[src/rtl/asip_pkg.sv]
// Shared definitions for the ASIP front end: instruction/PC widths, the bubble
// encoding, opcode field position and the IF/ID record handed to decode.
package asip_pkg;

  localparam int INSTR_W = 24;
  localparam int PC_W    = 16;

  // Opcode lives in the top nibble of every instruction.
  localparam int OPC_MSB = INSTR_W - 1;
  localparam int OPC_LSB = INSTR_W - 4;

  // Opcode 4'b1110 is side-effect free in decode: no mem/reg/PC write.
  localparam logic [3:0]         OPC_NOP   = 4'b1110;
  localparam logic [INSTR_W-1:0] NOP_INSTR = 24'hE00000;

  localparam logic [PC_W-1:0] RESET_PC_DEFAULT = 16'h0000;

  typedef struct packed {
    logic [INSTR_W-1:0] instr;
    logic [PC_W-1:0]    pc;
    logic               valid;
  } if_id_t;

  // Extract the opcode field of an instruction word.
  function automatic logic [3:0] get_opcode(input logic [INSTR_W-1:0] instr);
    return instr[OPC_MSB:OPC_LSB];
  endfunction

  // IF/ID record for a squashed slot; the PC field is carried through unchanged.
  function automatic if_id_t make_bubble(input logic [PC_W-1:0] pc);
    if_id_t b;
    b.instr = NOP_INSTR;
    b.pc    = pc;
    b.valid = 1'b0;
    return b;
  endfunction

endpackage

[src/rtl/fetch_pc_gen.sv]
// PC generator for the fetch stage: owns the next sequential PC, the address
// currently in flight in the synchronous ROM, and the ROM address mux.
// A redirect overrides everything; a stall replays the in-flight address so
// the ROM output stays aligned with req_pc_q without any skid buffer.
module fetch_pc_gen
  import asip_pkg::*;
#(
  parameter logic [PC_W-1:0] RESET_PC = RESET_PC_DEFAULT
) (
  input  logic            clk,
  input  logic            rst,
  input  logic            stall_i,
  input  logic            flush_i,
  input  logic            branch_taken_i,
  input  logic [PC_W-1:0] branch_target_i,
  output logic [PC_W-1:0] imem_addr_o,
  output logic [PC_W-1:0] req_pc_o,
  output logic            req_valid_o
);

  logic [PC_W-1:0] next_pc_q;
  logic [PC_W-1:0] req_pc_q;
  logic            req_valid_q;

  // ROM address: redirect target, replayed request on stall, else sequential PC.
  always_comb begin
    if (branch_taken_i) begin
      imem_addr_o = branch_target_i;
    end else if (stall_i) begin
      imem_addr_o = req_pc_q;
    end else begin
      imem_addr_o = next_pc_q;
    end
  end

  // PC / in-flight request state, priority rst > branch > flush > stall > advance.
  always_ff @(posedge clk) begin
    if (rst) begin
      next_pc_q   <= RESET_PC;
      req_pc_q    <= RESET_PC;
      req_valid_q <= 1'b0;
    end else if (branch_taken_i) begin
      req_pc_q    <= branch_target_i;
      req_valid_q <= 1'b1;
      next_pc_q   <= branch_target_i + 16'd1;
    end else if (flush_i) begin
      // The fetch issued this cycle is squashed, but the PC keeps walking.
      req_pc_q    <= next_pc_q;
      req_valid_q <= 1'b0;
      next_pc_q   <= next_pc_q + 16'd1;
    end else if (stall_i) begin
      req_pc_q    <= req_pc_q;
      req_valid_q <= req_valid_q;
      next_pc_q   <= next_pc_q;
    end else begin
      req_pc_q    <= next_pc_q;
      req_valid_q <= 1'b1;
      next_pc_q   <= next_pc_q + 16'd1;
    end
  end

  assign req_pc_o    = req_pc_q;
  assign req_valid_o = req_valid_q;

endmodule

[src/rtl/fetch_stage.sv]
// Instruction-fetch stage with IF/ID pipeline register feeding decode.
// Optional feature macro: FETCH_PERF_CNT_EN adds fetch_cnt_o / bubble_cnt_o
// performance counters; without it the core behaviour is identical.
// Any slot presented with valid_o=0 always carries NOP_INSTR so decode
// stays free of side effects.
module fetch_stage
  import asip_pkg::*;
#(
  parameter logic [PC_W-1:0] RESET_PC = RESET_PC_DEFAULT
) (
  input  logic               clk,
  input  logic               rst,
  input  logic               stall_i,
  input  logic               flush_i,
  input  logic               branch_taken_i,
  input  logic [PC_W-1:0]    branch_target_i,
  output logic [PC_W-1:0]    imem_addr_o,
  input  logic [INSTR_W-1:0] imem_rdata_i,
  output logic [INSTR_W-1:0] instruction_o,
  output logic [PC_W-1:0]    pc_o,
  output logic               valid_o
`ifdef FETCH_PERF_CNT_EN
  ,
  output logic [31:0]        fetch_cnt_o,
  output logic [31:0]        bubble_cnt_o
`endif
);

  logic [PC_W-1:0] req_pc;
  logic            req_valid;
  if_id_t          if_id_q;
  if_id_t          if_id_d;
  logic            if_id_load;

  fetch_pc_gen #(
    .RESET_PC(RESET_PC)
  ) u_pc_gen (
    .clk            (clk),
    .rst            (rst),
    .stall_i        (stall_i),
    .flush_i        (flush_i),
    .branch_taken_i (branch_taken_i),
    .branch_target_i(branch_target_i),
    .imem_addr_o    (imem_addr_o),
    .req_pc_o       (req_pc),
    .req_valid_o    (req_valid)
  );

  // Next IF/ID contents; a redirect or flush squashes the slot even under stall.
  always_comb begin
    if_id_d    = if_id_q;
    if_id_load = 1'b0;
    if (branch_taken_i || flush_i) begin
      if_id_d    = make_bubble(if_id_q.pc);
      if_id_load = 1'b1;
    end else if (stall_i) begin
      if_id_d    = if_id_q;
      if_id_load = 1'b0;
    end else if (req_valid) begin
      if_id_d.instr = imem_rdata_i;
      if_id_d.pc    = req_pc;
      if_id_d.valid = 1'b1;
      if_id_load    = 1'b1;
    end else begin
      // Squashed request: ROM data is stale, substitute the bubble encoding.
      if_id_d    = make_bubble(req_pc);
      if_id_load = 1'b1;
    end
  end

  // IF/ID pipeline register toward decode.
  always_ff @(posedge clk) begin
    if (rst) begin
      if_id_q <= make_bubble(16'h0000);
    end else begin
      if_id_q <= if_id_d;
    end
  end

  assign instruction_o = if_id_q.instr;
  assign pc_o          = if_id_q.pc;
  assign valid_o       = if_id_q.valid;

`ifdef FETCH_PERF_CNT_EN
  logic [31:0] fetch_cnt_q;
  logic [31:0] bubble_cnt_q;

  // Count IF/ID loads of real instructions and of bubbles; both hold while stalled.
  always_ff @(posedge clk) begin
    if (rst) begin
      fetch_cnt_q  <= 32'd0;
      bubble_cnt_q <= 32'd0;
    end else if (if_id_load && if_id_d.valid) begin
      fetch_cnt_q  <= fetch_cnt_q + 32'd1;
      bubble_cnt_q <= bubble_cnt_q;
    end else if (if_id_load) begin
      fetch_cnt_q  <= fetch_cnt_q;
      bubble_cnt_q <= bubble_cnt_q + 32'd1;
    end else begin
      fetch_cnt_q  <= fetch_cnt_q;
      bubble_cnt_q <= bubble_cnt_q;
    end
  end

  assign fetch_cnt_o  = fetch_cnt_q;
  assign bubble_cnt_o = bubble_cnt_q;
`endif

endmodule
[config.mk]
export PLATFORM = sky130hd
export DESIGN_NAME = fetch_stage
export DESIGN_NICKNAME = d
export VERILOG_FILES = /design/src/rtl/asip_pkg.sv /design/src/rtl/fetch_pc_gen.sv /design/src/rtl/fetch_stage.sv
export SDC_FILE = /design/constraint.sdc
export NUM_CORES = 1
export LEC_CHECK = 0
export BUFFER_PORTS_ARGS = -buffer_cell sky130_fd_sc_hd__buf_4
export CAP_MARGIN = 20
export CORE_MARGIN = 2
export CORE_UTILIZATION = 53
export CTS_BUF_LIST = sky130_fd_sc_hd__clkbuf_8
export CTS_CLUSTER_SIZE = 16
export DETAILED_ROUTE_END_ITERATION = 16
export PLACE_DENSITY = 0.8
export SKIP_LAST_GASP = 1
export SLEW_MARGIN = 20
export SYNTH_ARGS = -nofsm -noshare
export SYNTH_HDL_FRONTEND = slang
export SYNTH_SLANG_ARGS = --single-unit
[constraint.sdc]
create_clock -name clk -period 2.9 [get_ports clk]
set_clock_uncertainty 0.15 [all_clocks]
set_input_delay 0.29 -clock clk [delete_from_list [all_inputs] [get_ports clk]]
set_output_delay 0.29 -clock clk [all_outputs]
set_load 0.02 [all_outputs]
==> flow_summary.toml <==
[clock_tree]
cts_setup_buffers = 0
clk_pin_slew_ns = 0.08
cts_root_buf = "clkbuf_8"
clkSinkCount = 74
clockBufferDepth = 2
post_cts_resized = 0
h-tree-depth = 3
numCtsBuffers = 9
cts_tree = "yes"
insertion_delay_ns = 0.34
cts_hold_buffers = 0

[logic_synthesis]
ys_warn_count = 0
synth-adder-area-share_pct = 0.332
yosysUniqueCellTypes = 45
syn_inst = 472
synth_edf_count = 0
synth_compound_area_share_pct = 22.8
ys_seq_area_share_pct = 39.3
synthMuxAreaShare_pct = 3.65
syn_area_um2 = 3770
synthArstFlopShare_pct = 0
synth_top_family_by_area = "simple AND/OR/NAND/NOR gates"
yosys.area_share.simple_pct = 27.9
yosys_register_bits = 74
syn_area_per_cell_um2 = 7.98
ys.flop_type = "dfxtp_1"
syn-num-nets = 518
synth_xor_area_share_pct = 0.930

[power]
power_mw = 2.39
power.density_nw_per_um2 = 503
p_leak_nw = 1.90
ir_worst_vdd_mv = 0.306

[placed_design]
numPlacedInstances = 636
placed_area_um2 = 4520
gp_congestion = 0.873
post-dp-hpwl_mm = 6.91
place_ws_ns = 0.565
port_buffers = 101

[final_layout]
final_area_um2 = 4740
fin_cells = 651
drive_above_1_share_pct = 24.7
fill_cells = 581
num_antenna_cells = 0
nets = 597
areaGrowthSynthToFinish_pct = 25.8

[sta]
relSlewSlack_pct = 26.5
layout_setup_ws_ns = 0.774
finalSetupViolations = 0
rsz0062_at_grt = "false"
tns_ns = 0
hold_viol = 0
tightest_slew_ns = 1.10
period_minus_slack_ns = 2.13
finalCritPeriodShare_pct = 73.3
drv_slew = 0
max_freq_mhz = 470

[die]
die_w_um = 88.3
fp.dieArea_um2 = 7800
start_util_pct = 55.1
rows = 30
die_h_um = 88.3
ios = 102
core_area_um2 = 6830

[detailed_routing]
drtIter0Drc = 369
finalWirelength_mm = 9.99
viasPerCell = 5.71
post_drt_wl_per_cell_um = 15.3
first_pass_iters = 5
drc = 0
ant_nets = 0
num_vias = 3718

[global_routing]
grt_max_degree = 55
antenna_found_initial = 0
grt_pass1_vias = 3186
grtUsageTotal_pct = 25.3
grt_pass1_wl_mm = 15.6
grt_overflow = 0

[outcome]
outcome = "completed"

[critical_path]
required_ns = 3.01
start_kind = "flop"
endpoint_kind = "flop"
path_max_fanout = 9
critPathKind = "reg -> reg"
cp_data_arrival_time_ns = 2.23

[run]
cap_violations = 0

[worst_hold_path]
hold_path.class = "in -> reg"
[through the flow]
| stage | hold slack, ns | util, % |
|---|---|---|
| floorplan | 0.278 | - |
| global placement | 0.294 | 66.2 |
| detailed placement | 0.299 | 66.2 |
| CTS | 0.00994 | 69.4 |
| global route | 0.0234 | 69.4 |
| finish | 0.0169 | 69.4 |
[state kept, by name, indices dropped and copies added, names as in the netlist]
register / flops
instruction_o: 24
pc_o: 16
u_pc_gen.next_pc_q: 16
u_pc_gen.req_pc_o: 16
u_pc_gen.req_valid_o: 1
valid_o: 1
[cells in the mapped netlist (2+ instances only)]
cell type | count | area (µm²)
a211oi_1 | 35 | 263
a21oi_1 | 34 | 170
a221oi_1 | 2 | 17.5
a22o_1 | 2 | 17.5
a22oi_1 | 24 | 180
a31oi_1 | 3 | 18.8
and2_1 | 31 | 194
buf_2 | 10 | 50.1
buf_4 | 5 | 37.5
clkbuf_1 | 23 | 86.3
dfxtp_1 | 74 | 1480
inv_1 | 3 | 11.3
mux2_2 | 6 | 67.6
mux2i_1 | 7 | 70.1
nand2_1 | 57 | 214
nand2b_1 | 3 | 18.8
nand3_1 | 8 | 40.0
nand3b_1 | 4 | 30.0
nand4_1 | 6 | 37.5
nand4b_1 | 3 | 26.3
nor2_1 | 56 | 210
nor2b_1 | 17 | 106
nor3_1 | 19 | 95.1
o21ai_0 | 12 | 60.1
o21ai_1 | 2 | 10.0
o22ai_1 | 3 | 18.8
or3_1 | 2 | 12.5
xnor2_1 | 4 | 35.0
[power by group]
part	internal (mW)	switching (mW)	total (mW)	leakage, nW
registers	1.06	0.0462	1.10	0.605
clock network	0.502	0.385	0.887	0.112
logic	0.175	0.221	0.396	1.19
total	1.73	0.652	2.39	1.90
[worst max-delay path, cell delays in order, from the launching register on]
cell and delay (ns):
dfxtp_1 0.42, mux2_2 0.19, ha_1 0.17, inv_1 0.10
a211oi_4 0.39, nand4_1 0.19, xnor2_1 0.18, a211oi_1 0.25
[routing by layer]
| layer | part of all wire (%) | vias up | GRT usage, % |
|---|---|---|---|
| li1 | - | 1829 | - |
| met4 | 1.8 | 0 | 8.54 |
| met2 | 46 | 128 | 37.3 |
| met1 | 46 | 1743 | 38.0 |
| met3 | 6.0 | 18 | 3.36 |
| met5 | 0 | - | 0 |
[path summary, 6_finish.rpt]
| kind | startpoint | slack (ns) | cells past startpoint | end |
|---|---|---|---|---|
| max | u_pc_gen.next_pc_q[1]$_SDFFE_PP0P_ | 0.77 | 7 | u_pc_gen.next_pc_q[12]$_SDFFE_PP0P_ |
| min | imem_rdata_i[23] | 0.02 | 3 | instruction_o[23]$_SDFFE_PP1N_ |
| max reg2reg | u_pc_gen.next_pc_q[1]$_SDFFE_PP0P_ | 0.77 | 7 | u_pc_gen.next_pc_q[12]$_SDFFE_PP0P_ |
| min reg2reg | pc_o[0]$_SDFFE_PP0P_ | 0.31 | 2 | pc_o[0]$_SDFFE_PP0P_ |
[logic make-up (layout without fill, tap and decap cells)]
family                     Yosys count  count (layout)
adders and majority gates            1               1
xor gates and xnor gates             4               4
DFF                                 74              74
and+or+nand+nor                    212             212
buffers and inverters               42             125
AOI/OAI and AO/OA                  126             126
muxes                               13              13
[cell type report]
| cell class | count | area, µm² | area share (%) |
|---|---|---|---|
| tap | 96 | 120 | 2.53 |
| clock inverter | 5 | 78.8 | 1.66 |
| sequential | 74 | 1480 | 31.3 |
| inverter | 3 | 11.3 | 0.238 |
| clock buffer | 10 | 138 | 2.90 |
| timing repair buffer | 107 | 816 | 17.2 |
| multi-input combinational | 356 | 2090 | 44.2 |
[layout by cell type, fill, tap and decap left out, drive strengths merged, types with 7 or more instances in the layout]
cell    instances
o21ai          14
clkbuf         10
nand2          57
a21oi          35
nor2b          17
nor3           20
and2           32
nor2           56
dfxtp          74
nand3           9
a22oi          25
buf           107
mux2i           7
a211oi         36
Power figures use the tool's default switching activity.
